`src/rtl/serial_link_ddr_rx_pkg.sv`:
```
// Shared definitions for the DDR serial link (receive and transmit sides).
//   rx_state_e   : receiver FSM states
//   beat_cnt_t   : beat counter type for the default lane/word geometry
//   *_DEF        : default lane count and word width shared by both link ends
package serial_link_pkg;

  localparam int unsigned NUM_LANES_DEF = 4;
  localparam int unsigned WORD_W_DEF    = 32;
  localparam int unsigned BEATS_DEF     = WORD_W_DEF / NUM_LANES_DEF;

  typedef enum logic {
    IDLE = 1'b0,
    RECV = 1'b1
  } rx_state_e;

  typedef logic [$clog2(BEATS_DEF)-1:0] beat_cnt_t;

endpackage

```
`src/rtl/serial_link_ddr_rx_if.sv`:
```
// Valid/ready word port between the DDR link receiver and the SoC.
//   data_o  : FIFO head word (receiver -> consumer)
//   valid_o : data_o holds a word (receiver -> consumer)
//   ready_i : consumer accepts data_o (consumer -> receiver)
interface serial_link_ddr_rx_if
  import serial_link_pkg::*;
#(
  parameter int unsigned WORD_W = WORD_W_DEF
) ();

  logic [WORD_W-1:0] data_o;
  logic              valid_o;
  logic              ready_i;

  modport master (output data_o, output valid_o, input ready_i);
  modport slave  (input data_o, input valid_o, output ready_i);

endinterface

```
`src/rtl/serial_link_ddr_rx_fifo.sv`:
```
// First-word fall-through word FIFO for the DDR link receiver.
//   clk_i/rst_ni : clock, asynchronous active-low reset
//   push_i/push_data_i : write request and word
//   pop_i        : consumer handshake (ignored while empty)
//   data_o/valid_o : head word, zero while empty
//   empty_o/full_o : flags registered from the next occupancy count
//   drop_o       : push refused because full with no same-cycle pop
module serial_link_rx_fifo #(
  parameter int unsigned WIDTH = 32,
  parameter int unsigned DEPTH = 8
) (
  input  logic             clk_i,
  input  logic             rst_ni,
  input  logic             push_i,
  input  logic [WIDTH-1:0] push_data_i,
  input  logic             pop_i,
  output logic [WIDTH-1:0] data_o,
  output logic             valid_o,
  output logic             empty_o,
  output logic             full_o,
  output logic             drop_o
);

  localparam int unsigned AW = $clog2(DEPTH);

  logic [WIDTH-1:0] mem [DEPTH];
  logic [AW-1:0]    wr_ptr, rd_ptr;
  logic [AW:0]      count, count_n;
  logic             empty_q, full_q;
  logic             do_push, do_pop;

  always_comb begin
    do_pop  = pop_i && !empty_q;
    // A pop in the same cycle frees the slot a full FIFO needs.
    do_push = push_i && (!full_q || do_pop);
    drop_o  = push_i && full_q && !do_pop;
    count_n = count;
    if (do_push && !do_pop)
      count_n = count + 1'b1;
    else if (!do_push && do_pop)
      count_n = count - 1'b1;
  end

  always_ff @(posedge clk_i) begin
    if (do_push)
      mem[wr_ptr] <= push_data_i;
  end

  always_ff @(posedge clk_i or negedge rst_ni) begin
    if (!rst_ni) begin
      wr_ptr  <= '0;
      rd_ptr  <= '0;
      count   <= '0;
      empty_q <= 1'b1;
      full_q  <= 1'b0;
    end else begin
      if (do_push) wr_ptr <= wr_ptr + 1'b1;
      if (do_pop)  rd_ptr <= rd_ptr + 1'b1;
      count   <= count_n;
      empty_q <= (count_n == '0);
      full_q  <= (count_n == (AW+1)'(DEPTH));
    end
  end

  assign data_o  = empty_q ? '0 : mem[rd_ptr];
  assign valid_o = !empty_q;
  assign empty_o = empty_q;
  assign full_o  = full_q;

endmodule

```
`src/rtl/serial_link_ddr_rx.sv`:
```
// Receive end of the 4-lane DDR serial link. Oversamples the lanes and the
// forwarded clock in clk_i, captures one beat per forwarded-clock edge (both
// polarities), packs beats LSB-first into words and buffers them in a FWFT FIFO.
//   clk_i/rst_ni    : system clock, asynchronous active-low reset
//   en_i            : receiver enable
//   ddr_i           : link data lanes
//   ddr_rcv_clk_i   : forwarded link clock (<= clk_i/4)
//   rx_if           : valid/ready word port toward the SoC
//   fifo_empty_o/fifo_full_o : FIFO flags
//   overflow_o      : sticky word-dropped flag, cleared by overflow_clr_i
//   frame_err_o     : 1-cycle pulse when a frame ends with a partial word
module serial_link_ddr_rx
  import serial_link_pkg::*;
#(
  parameter int unsigned NUM_LANES    = NUM_LANES_DEF,
  parameter int unsigned WORD_W       = WORD_W_DEF,
  parameter int unsigned FIFO_DEPTH   = 8,
  parameter int unsigned SYNC_STAGES  = 2,
  parameter int unsigned IDLE_TIMEOUT = 16
) (
  input  logic                 clk_i,
  input  logic                 rst_ni,
  input  logic                 en_i,
  input  logic [NUM_LANES-1:0] ddr_i,
  input  logic                 ddr_rcv_clk_i,
  serial_link_ddr_rx_if.master rx_if,
  output logic                 fifo_empty_o,
  output logic                 fifo_full_o,
  output logic                 overflow_o,
  input  logic                 overflow_clr_i,
  output logic                 frame_err_o
);

  localparam int unsigned BEATS = WORD_W / NUM_LANES;
  localparam int unsigned BW    = $clog2(BEATS);
  localparam int unsigned IW    = $clog2(IDLE_TIMEOUT + 1);

  logic [NUM_LANES-1:0] ddr_sync [SYNC_STAGES];
  logic [SYNC_STAGES-1:0] clk_sync;
  logic                 clk_q;
  logic                 clk_s, edge_det;
  logic [NUM_LANES-1:0] beat_s;

  rx_state_e            state_q;
  logic [BW-1:0]        beat_cnt;
  logic [IW-1:0]        idle_cnt;
  logic [WORD_W-1:0]    word_q, push_word;
  logic                 last_beat, push, drop;
  logic                 frame_err_q, overflow_q;

  always_ff @(posedge clk_i or negedge rst_ni) begin
    if (!rst_ni) begin
      for (int unsigned i = 0; i < SYNC_STAGES; i++)
        ddr_sync[i] <= '0;
      clk_sync <= '0;
      clk_q    <= 1'b0;
    end else begin
      ddr_sync[0] <= ddr_i;
      clk_sync[0] <= ddr_rcv_clk_i;
      for (int unsigned i = 1; i < SYNC_STAGES; i++) begin
        ddr_sync[i] <= ddr_sync[i-1];
        clk_sync[i] <= clk_sync[i-1];
      end
      clk_q <= clk_s;
    end
  end

  assign clk_s    = clk_sync[SYNC_STAGES-1];
  assign beat_s   = ddr_sync[SYNC_STAGES-1];
  assign edge_det = clk_s ^ clk_q;

  // The final beat is merged combinationally so the word is pushed in the
  // same cycle its last edge is detected.
  always_comb begin
    last_beat = (beat_cnt == BW'(BEATS - 1));
    push      = en_i && (state_q == RECV) && edge_det && last_beat;
    push_word = word_q;
    push_word[(BEATS-1)*NUM_LANES +: NUM_LANES] = beat_s;
  end

  always_ff @(posedge clk_i or negedge rst_ni) begin
    if (!rst_ni) begin
      state_q     <= IDLE;
      beat_cnt    <= '0;
      idle_cnt    <= '0;
      word_q      <= '0;
      frame_err_q <= 1'b0;
    end else begin
      frame_err_q <= 1'b0;
      if (!en_i) begin
        state_q  <= IDLE;
        beat_cnt <= '0;
        idle_cnt <= '0;
      end else begin
        case (state_q)
          IDLE: begin
            if (edge_det) begin
              word_q[NUM_LANES-1:0] <= beat_s;
              beat_cnt <= BW'(1);
              idle_cnt <= '0;
              state_q  <= RECV;
            end
          end
          RECV: begin
            if (edge_det) begin
              word_q[beat_cnt*NUM_LANES +: NUM_LANES] <= beat_s;
              beat_cnt <= last_beat ? '0 : beat_cnt + 1'b1;
              idle_cnt <= '0;
            end else if (idle_cnt == IW'(IDLE_TIMEOUT - 1)) begin
              frame_err_q <= (beat_cnt != '0);
              beat_cnt    <= '0;
              idle_cnt    <= '0;
              state_q     <= IDLE;
            end else begin
              idle_cnt <= idle_cnt + 1'b1;
            end
          end
          default: state_q <= IDLE;
        endcase
      end
    end
  end

  always_ff @(posedge clk_i or negedge rst_ni) begin
    if (!rst_ni)
      overflow_q <= 1'b0;
    else if (drop)
      overflow_q <= 1'b1;
    else if (overflow_clr_i)
      overflow_q <= 1'b0;
  end

  serial_link_rx_fifo #(
    .WIDTH (WORD_W),
    .DEPTH (FIFO_DEPTH)
  ) u_fifo (
    .clk_i       (clk_i),
    .rst_ni      (rst_ni),
    .push_i      (push),
    .push_data_i (push_word),
    .pop_i       (rx_if.ready_i),
    .data_o      (rx_if.data_o),
    .valid_o     (rx_if.valid_o),
    .empty_o     (fifo_empty_o),
    .full_o      (fifo_full_o),
    .drop_o      (drop)
  );

  assign overflow_o  = overflow_q;
  assign frame_err_o = frame_err_q;

endmodule

```
`src/flat_wrapper.sv`:
```
// flat-port wrapper written by rule: the top's interface ports become plain ports
module serial_link_ddr_rx_flat import serial_link_pkg::*;
#(
  parameter int unsigned NUM_LANES    = NUM_LANES_DEF,
  parameter int unsigned WORD_W       = WORD_W_DEF,
  parameter int unsigned FIFO_DEPTH   = 8,
  parameter int unsigned SYNC_STAGES  = 2,
  parameter int unsigned IDLE_TIMEOUT = 16
)
  (clk_i, rst_ni, en_i, ddr_i, ddr_rcv_clk_i, fifo_empty_o, fifo_full_o, overflow_o, overflow_clr_i, frame_err_o, rx_if_data_o, rx_if_valid_o, rx_if_ready_i);
  serial_link_ddr_rx_if #(.WORD_W(WORD_W)) rx_if_i ();
  input  logic clk_i;
  input  logic rst_ni;
  input  logic en_i;
  input  logic [NUM_LANES-1:0] ddr_i;
  input  logic ddr_rcv_clk_i;
  output logic fifo_empty_o;
  output logic fifo_full_o;
  output logic overflow_o;
  input  logic overflow_clr_i;
  output logic frame_err_o;
  output wire logic [$bits(rx_if_i.data_o)-1:0] rx_if_data_o;
  output wire logic [$bits(rx_if_i.valid_o)-1:0] rx_if_valid_o;
  input wire logic [$bits(rx_if_i.ready_i)-1:0] rx_if_ready_i;
  assign rx_if_data_o = rx_if_i.data_o;
  assign rx_if_valid_o = rx_if_i.valid_o;
  assign rx_if_i.ready_i = rx_if_ready_i;
  serial_link_ddr_rx #(.NUM_LANES(NUM_LANES), .WORD_W(WORD_W), .FIFO_DEPTH(FIFO_DEPTH), .SYNC_STAGES(SYNC_STAGES), .IDLE_TIMEOUT(IDLE_TIMEOUT)) u_core (.clk_i(clk_i), .rst_ni(rst_ni), .en_i(en_i), .ddr_i(ddr_i), .ddr_rcv_clk_i(ddr_rcv_clk_i), .rx_if(rx_if_i), .fifo_empty_o(fifo_empty_o), .fifo_full_o(fifo_full_o), .overflow_o(overflow_o), .overflow_clr_i(overflow_clr_i), .frame_err_o(frame_err_o));
endmodule
```
`config.mk`:
```
export PLATFORM = sky130hd
export DESIGN_NAME = serial_link_ddr_rx_flat
export DESIGN_NICKNAME = d
export VERILOG_FILES = /design/src/rtl/serial_link_ddr_rx_pkg.sv /design/src/rtl/serial_link_ddr_rx_if.sv /design/src/rtl/serial_link_ddr_rx_fifo.sv /design/src/rtl/serial_link_ddr_rx.sv /design/src/flat_wrapper.sv
export SDC_FILE = /design/constraint.sdc
export NUM_CORES = 1
export LEC_CHECK = 0
export ABC_AREA = 1
export CORE_ASPECT_RATIO = 1.1
export CORE_UTILIZATION = 55
export DETAILED_ROUTE_END_ITERATION = 7
export GPL_TIMING_DRIVEN = 0
export PLACE_DENSITY = 0.79
export SLEW_MARGIN = 20
export SYNTH_ARGS = -nofsm -noshare
export SYNTH_HDL_FRONTEND = slang
export SYNTH_SLANG_ARGS = --single-unit
```
`constraint.sdc`:
```
create_clock -name clk_i -period 4.4 [get_ports clk_i]
set_input_delay 0.88 -clock clk_i [delete_from_list [all_inputs] [get_ports clk_i]]
set_output_delay 0.88 -clock clk_i [all_outputs]
set_load 0.05 [all_outputs]
```
==> results.tsv, run 1 <==
metric	value	unit
vias	8466	
p_total	10.7	mW
cpPeakStageDelay	0.87	ns
wl_per_cell	20.6	um
syn-num-nets	1025	
final_cells	1429	
cp-start-kind	register	
drtAntennaViolNets	0	
cts_inserted_buffers	30	
firstDrtPassIters	5	
drv_cap	0	
required	3.52	ns
critical_path_class	reg -> out	
synth_ff_type	edfxtp_1	
path_delay_family	buffers and inverters	
async_flop_share	19.5	%
grt_pass1_wl	45600	um
cellPowerDensity	727	nW/um^2
syn_avg_cell_area	12.5	um^2
std_cell_rows	57	
synth_edf_count	256	
cts_tree	built	
peakVddDrop	0.404	mV
path_depth	6	
clock-sinks	318	
r2r_start	u_core.beat_cnt[0]$_DFFE_PN0P_	
grt_remaining_overflow	0	
whs	0.146	ns
core-area	22300	um^2
fmax	237	MHz
endpoint_kind	output port	
die_w	146	um
vias_per_cell	5.92	
dp_cells	1373	
worst_pin_slew	0.930	ns
synth.distinct_cells	37	
path_max_fanout	10	
synth-seq-cells	318	
grt_max_degree	57	
crit_buf_inv	4	
hold_path_class	in -> async	
p_leak	5.30	nW
skew	0.0197	ns
post-route-util	66.2	%
clockRootBuffer	clkbuf_16	
post_cts.repair.setup_buffers	0	
clk_latency	0.56	ns
antenna_cells	0	
min_period	4.23	ns
pre_cts_slack	0.741	ns
clkTransAtPathRegs	0.07	ns
initial_core_util	56.3	%
synthToLayoutAreaGrowth	17.5	%
io_pins	47	
cts_buffer_depth	3	
hpwlAfterDp	19200	um
rrSetupSlack	1.36	ns
rsz0062_at_grt	no	
setup_viol	0	
antenna_found_initial	0	
worstPathArrival	3.35	ns
crit_slowest_cell	clkdlybuf4s50_1	
final_common_cell	edfxtp_1	
setup_slack	0.172	ns
critPathCapture	rx_if_data_o[16]	
totalNegativeSetupSlack	0	ns
slew_violations	0	
totalWireLength	29500	um
globalplace.congestion	0.795	
die_area	23400	um^2
min_period_over_period	96.1	%
place_area	13700	um^2
outcome	completed	
maxSlewHeadroom	37.7	%
post_cts_resized	0	
grtUsageTotal	25.5	%
critPathLaunch	u_core.u_fifo.rd_ptr[2]$_DFFE_PN0P_	
seq_area_frac_synth	73.7	%
drt_iter0_markers	871	
finalInstanceArea	14700	um^2
die_h	160	um
final_cell_mix	edfxtp_1, nor2_1, o21ai_0, nand2_1, dfrtp_1	
cts_hold_buffers	0	
reg2regPathDepth	11	
cts-htree-levels	1	
synth_cells	1006	
drive_gt1_share	11.2	%
first_global_vias	8560	
ys.warnings.count	0	
portBuffers	46	
syn_area	12500	um^2
crit_path_cell_trace	inv_1, clkbuf_1, clkbuf_1, o21ai_0, a31oi_1, clkdlybuf4s50_1	
path_common_cell	clkbuf_1	
r2r_end	u_core.u_fifo.mem[7][8]$_DFFE_PP_	
nNetsFinal	1129	
drc	0	
finalHoldViolations	0	
-- state kept, by name (all words and copies together) (netlist names) --
register	cells
u_core.beat_cnt	3
u_core.u_fifo.empty_o	1
u_core.frame_err_o	1
u_core.u_fifo.full_o	1
u_core.beat_s	4
u_core.overflow_o	1
u_core.idle_cnt	5
u_core.u_fifo.mem	256
u_core.word_q	28
u_core.clk_q	1
u_core.state_q	1
u_core.clk_sync	2
u_core.ddr_sync	4
u_core.u_fifo.count	4
u_core.u_fifo.wr_ptr	3
u_core.u_fifo.rd_ptr	3
-- worst reg2reg max path, delay by kind of cell (launching register included) --
kind / cells / cell delay (ns)
DFF: 1 / 0.45
adders and majority gates: 2 / 0.48
and+or+nand+nor: 4 / 1.01
buffers and inverters: 5 / 0.80
-- cell type report --
class	instances	area, um^2
clock inverter	16	179
sequential	318	9240
timing repair buffer	72	739
tap	295	369
fill	1557	7530
buffer	53	236
inverter	35	133
multi-input combinational	600	2970
clock buffer	40	860
-- routing by layer --
layer | routed length [um] | vias to the layer above | part of all wire, % | global-route usage (%)
met5 | 0 | - | 0 | 0
met4 | 1250 | 0 | 4.2 | 11.7
met3 | 2300 | 91 | 7.8 | 4.09
met2 | 14700 | 436 | 50 | 43.4
met1 | 11300 | 4117 | 38 | 32.3
li1 | - | 3822 | - | -
-- report_power, final --
| part | leakage [nW] | internal, mW | switching (mW) |
|---|---|---|---|
| Sequential | 3.12 | 3.53 | 0.232 |
| Clock | 0.501 | 1.56 | 1.10 |
| Combinational | 1.68 | 1.28 | 3.02 |
-- worst min-delay path by stage --
stage | slack, ns | end | cells after the start
2_1_floorplan | 0.33 | u_core.beat_s[0]$_DFF_PN0_ | 0
3_3_place_gp | 0.33 | u_core.beat_s[1]$_DFF_PN0_ | 0
3_5_place_dp | 0.34 | u_core.beat_s[3]$_DFF_PN0_ | 0
4_1_cts | 0.15 | u_core.beat_s[0]$_DFF_PN0_ | 1
5_1_grt | 0.15 | u_core.beat_s[3]$_DFF_PN0_ | 1
6_report | 0.15 | u_core.beat_s[3]$_DFF_PN0_ | 1
-- cells by family (layout without fill, tap and decap cells) --
logic type | count (synthesis) | count (layout) | synth area share [%]
DFF | 318 | 318 | 73.7
and+or+nand+nor | 314 | 314 | 10.4
AOI/OAI and AO/OA | 269 | 269 | 11.5
buffers and inverters | 88 | 216 | 2.95
adders and majority gates | 9 | 9 | 0.899
xor gates and xnor gates | 8 | 8 | 0.559
-- synth_stat cells, types with 2 or more instances --
master / n / area [um^2]
ha_1: 9 / 113
buf_4: 3 / 22.5
xnor2_1: 2 / 17.5
o22ai_1: 34 / 213
xor2_1: 6 / 52.6
nand2_4: 2 / 22.5
nand3_1: 11 / 55.1
a21oi_1: 9 / 45.0
dfrtp_1: 61 / 1530
nor2_1: 213 / 800
o21ai_0: 182 / 911
nor3_1: 8 / 40.0
a31oi_1: 33 / 206
inv_2: 4 / 15.0
clkbuf_1: 27 / 101
nand4_1: 2 / 12.5
o21ai_1: 8 / 40.0
nand2_1: 67 / 251
edfxtp_1: 256 / 7690
inv_1: 30 / 113
nand2_2: 3 / 18.8
buf_1: 2 / 7.51
buf_2: 20 / 100
Power figures use the tool's default switching activity.
==> run 2: changes to the inputs <==
- GPL_TIMING_DRIVEN: 0 -> not set
==> run 2 against run 1 <==
  * Setup slack improved by 0.11 ns
  * Clock skew fell by 0.0074 ns
  * Global-route usage fell by 2.8 points
  * Worst hold slack improved by 0.18 ns
  * Critical endpoint is now rx_if_data_o[18]
  * Maximum frequency rose by 2.7%
  * Non-clock buffer count fell by 58
  * Highest routed layer unchanged
  * Sequential power rose by 1%
  * Register-to-register slack improved by 0.15 ns
  * Clock-buffer cell count fell by 1
  * Critical path depth rose by 1
  * Largest power group unchanged
  * Largest cell class unchanged
  * Cell count fell by 4.1%
  * Design area fell by 2.3%
==> results.tsv, run 2 (synthesis results as in run 1) <==
metric	value	unit	change
peakVddDrop	0.482	mV	+19%
clockRootBuffer	clkbuf_16		
die_area	23400	um^2	unchanged
antenna_cells	0		unchanged
grt_max_degree	79		+39%
grt_remaining_overflow	0		unchanged
min_period	4.12	ns	-0.110 ns
critical_path_class	reg -> out		
min_period_over_period	93.6	%	-2.5 points
grt_pass1_wl	40700	um	-11%
cellPowerDensity	719	nW/um^2	-1.1%
firstDrtPassIters	5		unchanged
final_cells	1371		-4.1%
grtUsageTotal	22.7	%	-2.8 points
clkTransAtPathRegs	0.06	ns	about the same
wl_per_cell	19.1	um	-7.6%
drive_gt1_share	9.39	%	-1.8 points
die_h	160	um	unchanged
wl_met3	1810	um	-21%
cp-start-kind	register		
worst_pin_slew	0.838	ns	-0.0918 ns
cts-htree-levels	1		unchanged
die_w	146	um	unchanged
setup_viol	0		unchanged
worstPathArrival	3.24	ns	-0.11 ns
wl_met1	10600	um	-5.7%
cts_inserted_buffers	30		unchanged
vias	7933		-6.3%
totalWireLength	26200	um	-11%
post_cts.repair.setup_buffers	0		unchanged
first_global_vias	7726		-9.7%
post_cts_resized	0		unchanged
fmax	243	MHz	+2.7%
drtAntennaViolNets	0		unchanged
skew	0.0123	ns	-0.00740 ns
totalNegativeSetupSlack	0	ns	unchanged
slew_violations	0		unchanged
dr_wl_met2	13000	um	-11%
clock-sinks	318		unchanged
reg_top3	u_core.u_fifo.mem: 256 flops, u_core.word_q: 28 flops, u_core.idle_cnt: 5 flops		
globalplace.congestion	0.781		-1.7%
hold_path_class	in -> async		
required	3.52	ns	about the same
p_int	6.29	mW	-1.1%
comb_power_share	38.4	%	-1.7 points
portBuffers	46		unchanged
top_layer	met4		
synthToLayoutAreaGrowth	14.7	%	
rsz0062_at_grt	no		
seqPwrFrac	36.7	%	+1.6 points
hpwlAfterDp	14200	um	-26%
power_frac_clock	24.9	%	about the same
regMostFlops	u_core.u_fifo.mem		
outcome	completed		
cts_hold_buffers	0		unchanged
largest_reg_flops	256		unchanged
clk_latency	0.55	ns	about the same
final_common_cell	edfxtp_1		
p_leak	5.12	nW	-3.4%
drt_iter0_markers	828		-4.9%
std_cell_rows	57		unchanged
drc	0		unchanged
initial_core_util	56.3	%	unchanged
finalHoldViolations	0		unchanged
cts_tree	built		
dp_cells	1315		-4.2%
path_max_fanout	78		+68
core-area	22300	um^2	unchanged
drv_cap	0		unchanged
endpoint_kind	output port		
vias_per_cell	5.79		-2.3%
final_cell_mix	edfxtp_1, nor2_1, o21ai_0, nand2_1, dfrtp_1		
switching_share	39.2	%	-1.4 points
cts_buffer_depth	3		unchanged
io_pins	47		unchanged
maxSlewHeadroom	44.0	%	+6.4 points
nNetsFinal	1071		-5.1%
p_sw	4.05	mW	-6.9%
antenna_found_initial	0		unchanged
[run 2: cell count changes in the layout (fill, tap and decap cells not counted), moves of 3 or more]
cell	delta
clkinv_2	+3
buf_6	-7
buf_2	-20
buf_12	+4
clkbuf_1	-26
clkinv_1	+3
buf_16	-3
clkinvlp_4	-3
clkdlybuf4s50_1	-3
[run 2: metal layers]
layer	GRT usage (%)	up-vias
met5	0	-
met4	8.13	0
met3	3.38	57
met2	39.1	326
met1	29.5	3846
li1	-	3704
[run 2: path summary, 6_finish.rpt]
kind	to	slack [ns]	depth (start not counted)	startpoint
worst max-delay path	rx_if_data_o[18]	0.28	7	u_core.u_fifo.rd_ptr[0]$_DFFE_PN0P_
worst min-delay path	u_core.ddr_sync[7]$_DFF_PN0_	0.33	1	rst_ni
worst max register to register	u_core.u_fifo.mem[1][17]$_DFFE_PP_	1.51	8	u_core.u_fifo.empty_o$_DFF_PN1_
worst min register to register	u_core.beat_s[3]$_DFF_PN0_	0.35	0	u_core.ddr_sync[7]$_DFF_PN0_
max in group asynchronous	u_core.word_q[13]$_DFFE_PN0P_	3.33	2	rst_ni
min in group clk_i	u_core.beat_s[3]$_DFF_PN0_	0.35	0	u_core.ddr_sync[7]$_DFF_PN0_
[run 2: area by class of cell]
type / instances / area (um^2)
flip-flops and latches: 318 / 9250
multi-input cells: 600 / 2970
clock inverters: 17 / 169
well taps: 295 / 369
repair buffers: 67 / 658
clock buffers: 39 / 836
fillers: 1589 / 7870
inverters: 35 / 134
[run 2: metrics by stage]
stage	cell area, um^2	hold slack (ns)	util [%]	setup slack (ns)	total power [mW]
global placement	13400	0.334	60.1	0.873	7.72
global route	14400	0.354	64.6	0.141	10.8
detailed placement	13400	0.336	60.1	0.886	7.81
CTS	14400	0.349	64.6	0.291	10.4
floorplan	12500	0.331	-	0.191	6.56
finish	14400	0.327	64.6	0.282	10.3
[run 2: power groups by stage]
stage	sequential (mW)	clock, mW	combinational (mW)
after CTS	3.79	2.60	3.99
after floorplan	3.75	0	2.81
after global routing	3.82	2.72	4.26
final	3.80	2.57	3.97
after global placement	3.84	0	3.89
after detailed placement	3.85	0	3.96
[run 2: critical path: stages (launching register included)]
cell and delay [ns]:
dfrtp_4 0.66, clkinv_2 0.16, buf_12 0.27, o21ai_0 0.14
o22ai_1 0.15, o21ai_0 0.09, a31oi_1 0.29, clkdlybuf4s50_1 0.86
==> run 3: changes to the inputs <==
- CORE_MARGIN: not set -> 2
- GPL_TIMING_DRIVEN: not set -> 0
==> run 3 against run 2 <==
  * Sequential share of layout area fell by 1.6 points
  * Clock skew rose by 0.0014 ns
  * Die area up 2.6%
  * Largest power group unchanged
  * Largest cell class unchanged
  * Critical endpoint is now rx_if_data_o[23]
  * Critical path type unchanged
  * Critical path depth shrank 1
==> results.tsv, run 3 (synthesis results as in run 1) <==
metric	value	unit	change
maxSlewHeadroom	46.5	%	+2.4 points
grt_max_degree	57		-28%
cts_inserted_buffers	30		unchanged
peakVddDrop	0.550	mV	+14%
endpoint_kind	output port		
outcome	completed		
grt.met3_usage	3.90	%	+0.52 points
p_total	10.8	mW	+4.0%
cellPowerDensity	730	nW/um^2	+1.5%
antenna_cells	0		unchanged
grt.busiest_layer	met2		
setup_viol	0		unchanged
die_w	148	um	+1.4%
hold_path_class	in -> async		
switching_share	40.5	%	+1.3 points
pre_cts_slack	0.764	ns	-0.122 ns
worstPathArrival	3.43	ns	+0.19 ns
path_max_fanout	10		-87%
min_period_over_period	97.9	%	+4.3 points
vias_per_cell	5.96		+3.1%
place_area	13700	um^2	+2.3%
crit_path_cell_trace	inv_1, clkbuf_1, clkbuf_1, o21ai_0, a31oi_1, clkdlybuf4s50_1		
drtAntennaViolNets	0		unchanged
portBuffers	46		unchanged
antenna_found_initial	1		+1
first_global_vias	8385		+8.5%
post_cts.repair.setup_buffers	0		unchanged
wl_per_cell	20.9	um	+9.7%
post_cts_resized	0		unchanged
vias	8522		+7.4%
slew_violations	0		unchanged
std_cell_rows	57		unchanged
hpwlAfterDp	19400	um	+37%
core-area	22300	um^2	unchanged
cts_buffer_depth	3		unchanged
cp-start-kind	register		
grt_remaining_overflow	0		unchanged
dp_cells	1373		+4.4%
rsz0062_at_grt	no		
clkTransAtPathRegs	0.06	ns	about the same
n_fill_cell	1515		-4.7%
cpPeakStageDelay	0.87	ns	about the same
p_sw	4.35	mW	+7.3%
totalWireLength	29900	um	+14%
cts_hold_buffers	0		unchanged
comb_power_share	40.1	%	+1.7 points
grtUsageTotal	24.8	%	+2.1 points
rrSetupSlack	1.40	ns	-0.11 ns
initial_core_util	56.3	%	unchanged
drt_iter0_markers	953		+15%
cts_tree	built		
totalNegativeSetupSlack	0	ns	unchanged
reg_top3	u_core.u_fifo.mem: 256 flops, u_core.word_q: 28 flops, u_core.idle_cnt: 5 flops		
multi_input_area	2970	um^2	unchanged
final_cells	1429		+4.2%
power_frac_clock	24.9	%	about the same
die_h	162	um	+1.2%
p_leak	5.32	nW	+4.0%
path_delay_family	buffers and inverters		
reg2regPathDepth	10		+2
min_period	4.31	ns	+0.191 ns
crit_buf_inv	4		+1
seqPwrFrac	35.0	%	-1.7 points
p_int	6.40	mW	+1.8%
clockRootBuffer	clkbuf_16		
fmax	232	MHz	-4.4%
setup_slack	0.0914	ns	-0.191 ns
final_common_cell	edfxtp_1		
regMostFlops	u_core.u_fifo.mem		
use_met1	31.7	%	+2.2 points
firstDrtPassIters	6		+1
globalplace.congestion	0.806		+3.1%
io_pins	47		unchanged
nNetsFinal	1129		+5.4%
path_common_cell	clkbuf_1		
r2r_start	u_core.beat_cnt[0]$_DFFE_PN0P_		
clk_latency	0.54	ns	about the same
worst_pin_slew	0.799	ns	-0.0396 ns
post-route-util	66.2	%	+1.6 points
cts-htree-levels	1		unchanged
required	3.52	ns	about the same
skew	0.0137	ns	+0.00138 ns
largest_reg_flops	256		unchanged
drv_cap	0		unchanged
clock-sinks	318		unchanged
whs	0.164	ns	-0.163 ns
grt_pass1_wl	45800	um	+13%
regArea	9240	um^2	about the same
crit_slowest_cell	clkdlybuf4s50_1		
drc	0		unchanged
grt_util_met2	42.5	%	+3.3 points
die_area	24000	um^2	+2.6%
critical_path_class	reg -> out		
synthToLayoutAreaGrowth	17.5	%	
finalInstanceArea	14700	um^2	+2.4%
final_cell_mix	edfxtp_1, nor2_1, o21ai_0, nand2_1, dfrtp_1		
r2r_end	u_core.u_fifo.mem[7][14]$_DFFE_PP_		
finalHoldViolations	0		unchanged
drive_gt1_share	11.4	%	+2.0 points
==> run 3: cell count changes in the layout (fill, tap and decap cells not counted), sizes merged <==
cell	change
bufinv	-1
inv	-1
clkinv	-5
clkbuf	+35
clkdlybuf4s50	+3
buf	+27
==> run 3: worst reg2reg max path, cell delays in order (launching register included) <==
cell     delay, ns
dfrtp_1       0.46
ha_1          0.19
ha_1          0.29
nand3_4       0.14
inv_1         0.07
nand2_1       0.09
inv_1         0.12
nand2_1       0.18
nor3_2        0.65
buf_4         0.30
buf_4         0.21
==> run 3: worst max-delay path by stage <==
stage / endpoint / from / depth (start not counted) / slack, ns
final: rx_if_data_o[23] / u_core.u_fifo.rd_ptr[2]$_DFFE_PN0P_ / 6 / 0.09
after global placement: u_core.u_fifo.mem[1][8]$_DFFE_PP_ / en_i / 9 / -2.19
after global routing: rx_if_data_o[23] / u_core.u_fifo.rd_ptr[1]$_DFFE_PN0P_ / 8 / 0.003
after CTS: rx_if_data_o[23] / u_core.u_fifo.rd_ptr[2]$_DFFE_PN0P_ / 6 / 0.11
after floorplan: u_core.u_fifo.mem[6][0]$_DFFE_PP_ / en_i / 7 / 0.19
after detailed placement: rx_if_data_o[23] / u_core.u_fifo.rd_ptr[1]$_DFFE_PN0P_ / 8 / 0.76
==> run 3: power by group through the flow <==
stage                     combinational (mW)  sequential [mW]  clock, mW
after floorplan                         2.81             3.75          0
after global placement                  4.16             3.79          0
after detailed placement                4.25             3.81          0
after CTS                               4.29             3.75       2.68
after global routing                    4.57             3.78       2.79
final                                   4.31             3.76       2.68
==> run 3: area by class of cell <==
type / instances / area share, %
multi-input combinational: 600 / 20.1
clock inverter: 10 / 0.697
inverter: 35 / 0.900
buffer: 53 / 1.61
sequential: 318 / 62.7
timing repair buffer: 72 / 4.94
tap: 295 / 2.51
clock buffer: 46 / 6.46
==> run 3: per-layer routing <==
layer / share of wire (%) / wire [um]
met1: 37 / 11200
met2: 50 / 15000
met3: 8.2 / 2440
met4: 4.3 / 1290
met5: 0 / 0
